`src/rtl/mem_port_arbiter.sv`:
```
// Two-requester memory port arbiter: an instruction-fetch port and a
// data-stage port share one single-outstanding memory interface. The data
// side normally wins, but a waiting fetch is forced through after DS_BURST
// back-to-back data grants so it cannot starve.
module mem_port_arbiter #(
  parameter int ADDR_L   = 32,
  parameter int DATA_L   = 32,
  parameter int DS_BURST = 4
) (
  input  logic              clk,
  input  logic              rst,
  // fetch requester
  input  logic              if_re,
  input  logic [ADDR_L-1:0] if_addr,
  input  logic [1:0]        if_len,
  input  logic              if_abort,
  output logic              if_rack,
  output logic [DATA_L-1:0] if_rdata,
  // data-stage requester
  input  logic              ds_re,
  input  logic              ds_we,
  input  logic [ADDR_L-1:0] ds_addr,
  input  logic [DATA_L-1:0] ds_wdata,
  input  logic [1:0]        ds_len,
  output logic              ds_ack,
  output logic [DATA_L-1:0] ds_rdata,
  // memory side
  output logic              mem_req,
  output logic              mem_we,
  output logic [ADDR_L-1:0] mem_addr,
  output logic [DATA_L-1:0] mem_wdata,
  output logic [1:0]        mem_len,
  input  logic              mem_ack,
  input  logic [DATA_L-1:0] mem_rdata,
  output logic              busy
);

  typedef enum logic [1:0] {IDLE, GNT_IF, GNT_DS, DONE} state_t;

  localparam logic [3:0] BURST_MAX = 4'(DS_BURST);

  state_t              state_q, state_d;
  logic                mem_req_q, mem_req_d;
  logic                mem_we_q, mem_we_d;
  logic [ADDR_L-1:0]   mem_addr_q, mem_addr_d;
  logic [DATA_L-1:0]   mem_wdata_q, mem_wdata_d;
  logic [1:0]          mem_len_q, mem_len_d;
  logic                if_rack_q, if_rack_d;
  logic                ds_ack_q, ds_ack_d;
  logic [DATA_L-1:0]   if_rdata_q, if_rdata_d;
  logic [DATA_L-1:0]   ds_rdata_q, ds_rdata_d;
  logic [3:0]          ds_cnt_q, ds_cnt_d;
  logic                abort_q, abort_d;

  logic ds_req;
  logic fetch_starved;

  assign ds_req        = ds_re | ds_we;
  assign fetch_starved = (ds_cnt_q == BURST_MAX) && if_re;

  // Next-state, grant latching and completion handling.
  always_comb begin
    state_d     = state_q;
    mem_req_d   = mem_req_q;
    mem_we_d    = mem_we_q;
    mem_addr_d  = mem_addr_q;
    mem_wdata_d = mem_wdata_q;
    mem_len_d   = mem_len_q;
    if_rack_d   = 1'b0;
    ds_ack_d    = 1'b0;
    if_rdata_d  = if_rdata_q;
    ds_rdata_d  = ds_rdata_q;
    ds_cnt_d    = ds_cnt_q;
    abort_d     = abort_q;

    case (state_q)
      IDLE: begin
        if (!if_re) begin
          ds_cnt_d = 4'd0;
        end
        if (ds_req && !fetch_starved) begin
          state_d     = GNT_DS;
          mem_req_d   = 1'b1;
          mem_we_d    = ds_we;  // read+write together is a write
          mem_addr_d  = ds_addr;
          mem_wdata_d = ds_wdata;
          mem_len_d   = ds_len;
          if (if_re && (ds_cnt_q != BURST_MAX)) begin
            ds_cnt_d = ds_cnt_q + 4'd1;
          end
        end else if (if_re) begin
          state_d     = GNT_IF;
          mem_req_d   = 1'b1;
          mem_we_d    = 1'b0;
          mem_addr_d  = if_addr;
          mem_wdata_d = '0;
          mem_len_d   = if_len;
          ds_cnt_d    = 4'd0;
        end
      end
      GNT_IF: begin
        if (if_abort) begin
          abort_d = 1'b1;
        end
        if (mem_ack) begin
          state_d   = DONE;
          mem_req_d = 1'b0;
          mem_we_d  = 1'b0;
          abort_d   = 1'b0;
          // an abort seen in the ack cycle itself also suppresses delivery
          if (!(abort_q || if_abort)) begin
            if_rack_d  = 1'b1;
            if_rdata_d = mem_rdata;
          end
        end
      end
      GNT_DS: begin
        if (mem_ack) begin
          state_d   = DONE;
          mem_req_d = 1'b0;
          mem_we_d  = 1'b0;
          ds_ack_d  = 1'b1;
          if (!mem_we_q) begin
            ds_rdata_d = mem_rdata;
          end
        end
      end
      DONE: begin
        // one dead cycle so a request still held after its ack is not re-issued
        state_d = IDLE;
      end
      default: begin
        state_d = IDLE;
      end
    endcase
  end

  // State register with synchronous reset.
  always_ff @(posedge clk) begin
    if (rst) begin
      state_q     <= IDLE;
      mem_req_q   <= 1'b0;
      mem_we_q    <= 1'b0;
      mem_addr_q  <= '0;
      mem_wdata_q <= '0;
      mem_len_q   <= 2'd0;
      if_rack_q   <= 1'b0;
      ds_ack_q    <= 1'b0;
      if_rdata_q  <= '0;
      ds_rdata_q  <= '0;
      ds_cnt_q    <= 4'd0;
      abort_q     <= 1'b0;
    end else begin
      state_q     <= state_d;
      mem_req_q   <= mem_req_d;
      mem_we_q    <= mem_we_d;
      mem_addr_q  <= mem_addr_d;
      mem_wdata_q <= mem_wdata_d;
      mem_len_q   <= mem_len_d;
      if_rack_q   <= if_rack_d;
      ds_ack_q    <= ds_ack_d;
      if_rdata_q  <= if_rdata_d;
      ds_rdata_q  <= ds_rdata_d;
      ds_cnt_q    <= ds_cnt_d;
      abort_q     <= abort_d;
    end
  end

  assign mem_req   = mem_req_q;
  assign mem_we    = mem_we_q;
  assign mem_addr  = mem_addr_q;
  assign mem_wdata = mem_wdata_q;
  assign mem_len   = mem_len_q;
  assign if_rack   = if_rack_q;
  assign ds_ack    = ds_ack_q;
  assign if_rdata  = if_rdata_q;
  assign ds_rdata  = ds_rdata_q;
  assign busy      = (state_q != IDLE);

endmodule

```
`config.mk`:
```
export PLATFORM = sky130hd
export DESIGN_NAME = mem_port_arbiter
export DESIGN_NICKNAME = d
export VERILOG_FILES = /design/src/rtl/mem_port_arbiter.sv
export SDC_FILE = /design/constraint.sdc
export NUM_CORES = 1
export LEC_CHECK = 0
export ABC_CLOCK_PERIOD_IN_PS = 1710
export CAP_MARGIN = 20
export CORE_ASPECT_RATIO = 1.25
export CORE_MARGIN = 5
export CORE_UTILIZATION = 41
export CTS_CLUSTER_DIAMETER = 150
export CTS_CLUSTER_SIZE = 28
export DETAILED_ROUTE_END_ITERATION = 6
export PLACE_DENSITY_LB_ADDON = 0.1
export SLEW_MARGIN = 25
export SYNTH_ARGS = -nofsm -noshare
export SYNTH_HDL_FRONTEND = slang
export SYNTH_SLANG_ARGS = --single-unit
```
`constraint.sdc`:
```
create_clock -name clk -period 1.71 [get_ports clk]
set_input_delay 0.2565 -clock clk [delete_from_list [all_inputs] [get_ports clk]]
set_output_delay 0.2565 -clock clk [all_outputs]
set_load 0.02 [all_outputs]
```
Word-level counts from Yosys, hierarchy flattened
Cells that the tools add are included.
- input bits: 139
- output and inout port bits: 135
- register bits after elaboration: 141
- word-level logic and storage cells: 70
- eq/ne operators: 7
- $add $sub $neg: 1
- bitwise gates (word level): 6
- reduce and logical (&&, ||, !) cells: 19
- muxes and demuxes: 25
- operator list (cell ; number):
    $mux 32 ; 4
    $mux 4 ; 4
    $mux 2 ; 5
    $mux 1 ; 9
    $reduce_and 3->1 ; 3
    $reduce_bool 2->1 ; 4
    $pmux 2 s3 ; 1
    $reduce_and 2->1 ; 3
    $not 1->1 ; 5
    $add 4x1->4 const B ; 1
    $eq 2x2->1 const B ; 2
    $eq 4x3->1 const B ; 1
    $ne 4x3->1 const B ; 1
    $pmux 1 s2 ; 2
    $reduce_or 2->1 ; 2
    $logic_and 1x1->1 ; 3
    $ne 3x3->1 const B ; 1
    $reduce_or 3->1 ; 1
    $eq 2x1->1 const B ; 1
    $logic_not 2->1 ; 1
    $ne 2x1->1 const B ; 1
    $logic_not 1->1 ; 1
    $logic_or 1x1->1 ; 1
    $or 1x1->1 ; 1

Longest topological paths before layout
- depth in word-level cells: 6
- depth in mapped cells: 8
- mapped depth without buffers: 5

Least setup slack after synthesis
OpenSTA, ideal clock, no wires.
- path type: register to register
- start: register ds_cnt_q[0]
- end: register mem_wdata_q[0] (netlist: mem_wdata[0])
- slack: 0.155 ns
- stages on the path, launching flop included: 8
- arrival time: 1.495 ns
- buffers on the path: 2
- clock period less this slack: 1.555 ns
- required time: 1.651 ns
- setup time: 0.059 ns
- cell sequence: dfxtp_1 inv_1 ha_1 and4b_1 buf_6 nor4_4 buf_6 a22o_1
- word-level cells in the longest chain between the ends: 6
- elaborated cells on any way between the ends: 7
- classes of those cells: eq/ne (1); mux (1); reduce/logical (5)
- ends and longest elaborated chain (what ; line ; text):
    start, declared ; 52 ; logic [3:0] ds_cnt_q, ds_cnt_d;
    start signal, assigned ; 164 ; ds_cnt_q <= ds_cnt_d;
    $eq 4x3->1 * ; 59 ; assign fetch_starved = (ds_cnt_q == BURST_MAX) && if_re;
    $logic_and 1x1->1 * ; 59 ;
    $logic_not 1->1 * ; 81 ; if (ds_req && !fetch_starved) begin
    $logic_and 1x1->1 * ; 81 ;
    $reduce_bool 2->1 (no line) ; n/a ;
    $reduce_and 2->1 (no line) ; n/a ;
    end signal, assigned ; 158 ; mem_wdata_q <= mem_wdata_d;
    end, declared ; 46 ; logic [DATA_L-1:0] mem_wdata_q, mem_wdata_d;
Mark *: on every way between the ends. The rest lies on a longest branch, timed or not.
A chain may end at the register's enable or synchronous reset.

Final worst setup path
- start: register ds_cnt_q[1]
- end: register mem_wdata_q[20] (netlist: mem_wdata[20])
Same word-level chain as after synthesis.

==> results.md <==
* Synth Flop Type: dfxtp_1
* Outcome: complete, no violations
* CP arrival at 2.04 ns
* CP Launch Type: flop
* CTS tree: yes
* Clock net sink count at 141
* Most frequent cells after synthesis: dfxtp_1 (141), nand2_1 (134), a21oi_1 (72)
* Worst skew pair latency at 0.41 ns
* Fmax at 594.7 MHz
* Rows at 47
* H-Tree Depth at 4
* Die H at 140.4 um
* Bufs on Longest Clock Path at 2
* Pre-CTS setup slack at -0.1250 ns
* Count of final setup violators at 0
* Slew @ Worst Pin at 0.3562 ns
* Buffers on Ports at 273
* Final ANT Viol Nets at 0
* Number of flops mapped to enable cells by yosys at 0
* Leakage at 3.365 nW
* Synth area leader: dfxtp_1
* Clock Tree Root: clkbuf_16
* Vias at 5652
* Main area contributors after synthesis: dfxtp_1 (51%), nand2_1 (9.0%), a21oi_1 (6.5%)
* Initial antenna violation count at 0
* Number of synthesized register bits at 141
* Area growth from synthesis to layout at 65.46%
* Post-Synthesis Net Count at 767
* Critical path type: flop to flop
* Cell count after synthesis at 622
* Final worst slack at 0.02835 ns
* Diode count at 0
* Slew HR at 0.7626
* Share of cells above drive strength 1 at 0.1128
* Cell Pwr Density at 1450 nW/um^2
* Post-Route WL at 18.56 mm
* Data required, critical path at 2.07 ns
* Final hold slack at 0.2090 ns
* Setup Skew at 0.008301 ns
* Peak supply drop at 0.8205 mV
* Period utilization at 0.9834
* Crit. End Element: flop
* Detailed-placement wirelength estimate at 13.26 mm
* GR Overflow Total at 0
* Yosys warnings at 0
* Largest net degree at the start of global routing at 72
* Critical path fanouts, max at 8
* Async SR Flop Fraction at 0
* Clock transition at path regs at 0.07 ns
* Vias in the first global route at 5697
* Tmin final at 1.682 ns
* Initial DRC count at 351
* Drt first pass iters at 4
* DRC viols at 0
* Fillers at 1102
* Count leader, synth: dfxtp_1
* Synth Cell Area at 5575 um^2
* Final Max Tran Viols at 0
* NumNets Final at 1036
* Final Hold Fails at 0
* TritonCTS buffer count at 17
* Worst Hold Class: input port to flop
* Avg Cell Area, Syn at 8.964 um^2
* # IOs at 274
* Initial Util at 0.4195
* Routability cong. at 0.8368
* First-pass GRT wire length at 28.71 mm
* Core area at 13290 um^2
* Distinct cell type count after synthesis at 36
* Gr usage total at 0.2206
* Die Wd at 114.3 um
* Max-cap viol count at 0
* Via density at 5.258
* Die Area at 16040 um^2
* Sequential-to-total area share from yosys stat at 0.5063
* Routed WL per cell at 17.26 um
* Share of Yosys cell area claimed by the top area cell type at 0.5063
cell families after synthesis:
logic type | synth area share
fa+ha+maj | 0.01346
flops | 0.5063
compound gates | 0.2332
buf+inv | 0.06328
simple gates | 0.1820
mux | 0.001795
per-stage QoR:
| stage | std cells | TNS [ns] | utilization | instance area (um^2) | total power [mW] |
|---|---|---|---|---|---|
| final | 1075 | 0 | 0.6941 | 9225 | 13.38 |
| after global routing | 1075 | -0.7096 | 0.6941 | 9225 | 14.09 |
| after CTS | 1070 | 0 | 0.6860 | 9117 | 13.33 |
| after detailed placement | 1038 | -5.740 | 0.6444 | 8564 | 9.856 |
| after global placement | 1038 | -2.389 | 0.6444 | 8564 | 9.688 |
| after floorplan | 622 | 0 | - | 5575 | 7.451 |
repair_timing:
action                                  4_1_cts  5_1_grt
endpoints found under the setup margin        2       27
pin swaps                                     0        3
cloned                                        0        2
resized for setup                             6       10
setup buffers                                 0        3
hold buffers                                  0        0
metal layers:
metal	track usage	vias to the layer above	part of all wire
li1	-	2728	-
met1	0.2414	2648	0.38
met2	0.3843	239	0.50
met3	0.07248	37	0.081
met4	0.09819	0	0.031
met5	0	-	0
flip-flops by register name, summed over array words and instances, names as in the netlist:
name,count
if_rdata,32
ds_cnt_q,4
state_q,2
mem_len,2
ds_ack,1
mem_addr,32
if_rack,1
ds_rdata,32
abort_q,1
mem_we,1
mem_wdata,32
mem_req,1
area by class of cell:
| cell class | count | area (um^2) | share of cell area |
|---|---|---|---|
| inverter | 5 | 18.77 | 0.002034 |
| timing repair buffer | 308 | 3162 | 0.3427 |
| multi-input combinational | 418 | 2446 | 0.2652 |
| clock inverter | 15 | 131.4 | 0.01424 |
| clock buffer | 17 | 425.4 | 0.04611 |
| sequential | 141 | 2828 | 0.3065 |
| tap | 171 | 214.0 | 0.02319 |
critical path, cell delays in order (launching register included):
cell and delay, ns:
dfxtp_4 0.36, inv_2 0.05, ha_4 0.16, and4b_2 0.27
nor4_4 0.31, buf_4 0.19, clkbuf_16 0.16, a22o_1 0.12
report_power, final:
group / leakage [nW] / switching [mW] / internal, mW
Sequential: 1.16 / 0.388 / 4.01
Clock: 0.260 / 1.54 / 1.91
Combinational: 1.95 / 2.87 / 2.65
cells in the final DEF (no fill, tap or decap), types with 5 or more instances in the layout:
master             n
clkdlybuf4s50_1  269
dfxtp_1          139
nand2_1          134
a21oi_1           72
nand3_1           36
nor2_1            36
a22o_1            32
o21ai_1           30
buf_4             23
a311oi_2          20
clkbuf_16         19
a311oi_1          14
buf_12            11
o21ai_0            7
clkinvlp_4         5
worst paths after layout:
| path | startpoint | to | slack, ns | cells past startpoint |
|---|---|---|---|---|
| max | ds_cnt_q[1] | mem_wdata[20] | 0.03 | 7 |
| min | rst | mem_addr[30] | 0.21 | 2 |
| max reg2reg | ds_cnt_q[1] | mem_wdata[20] | 0.03 | 7 |
| min reg2reg | if_rdata[2] | if_rdata[2] | 0.45 | 2 |
Power figures use the tool's default switching activity.
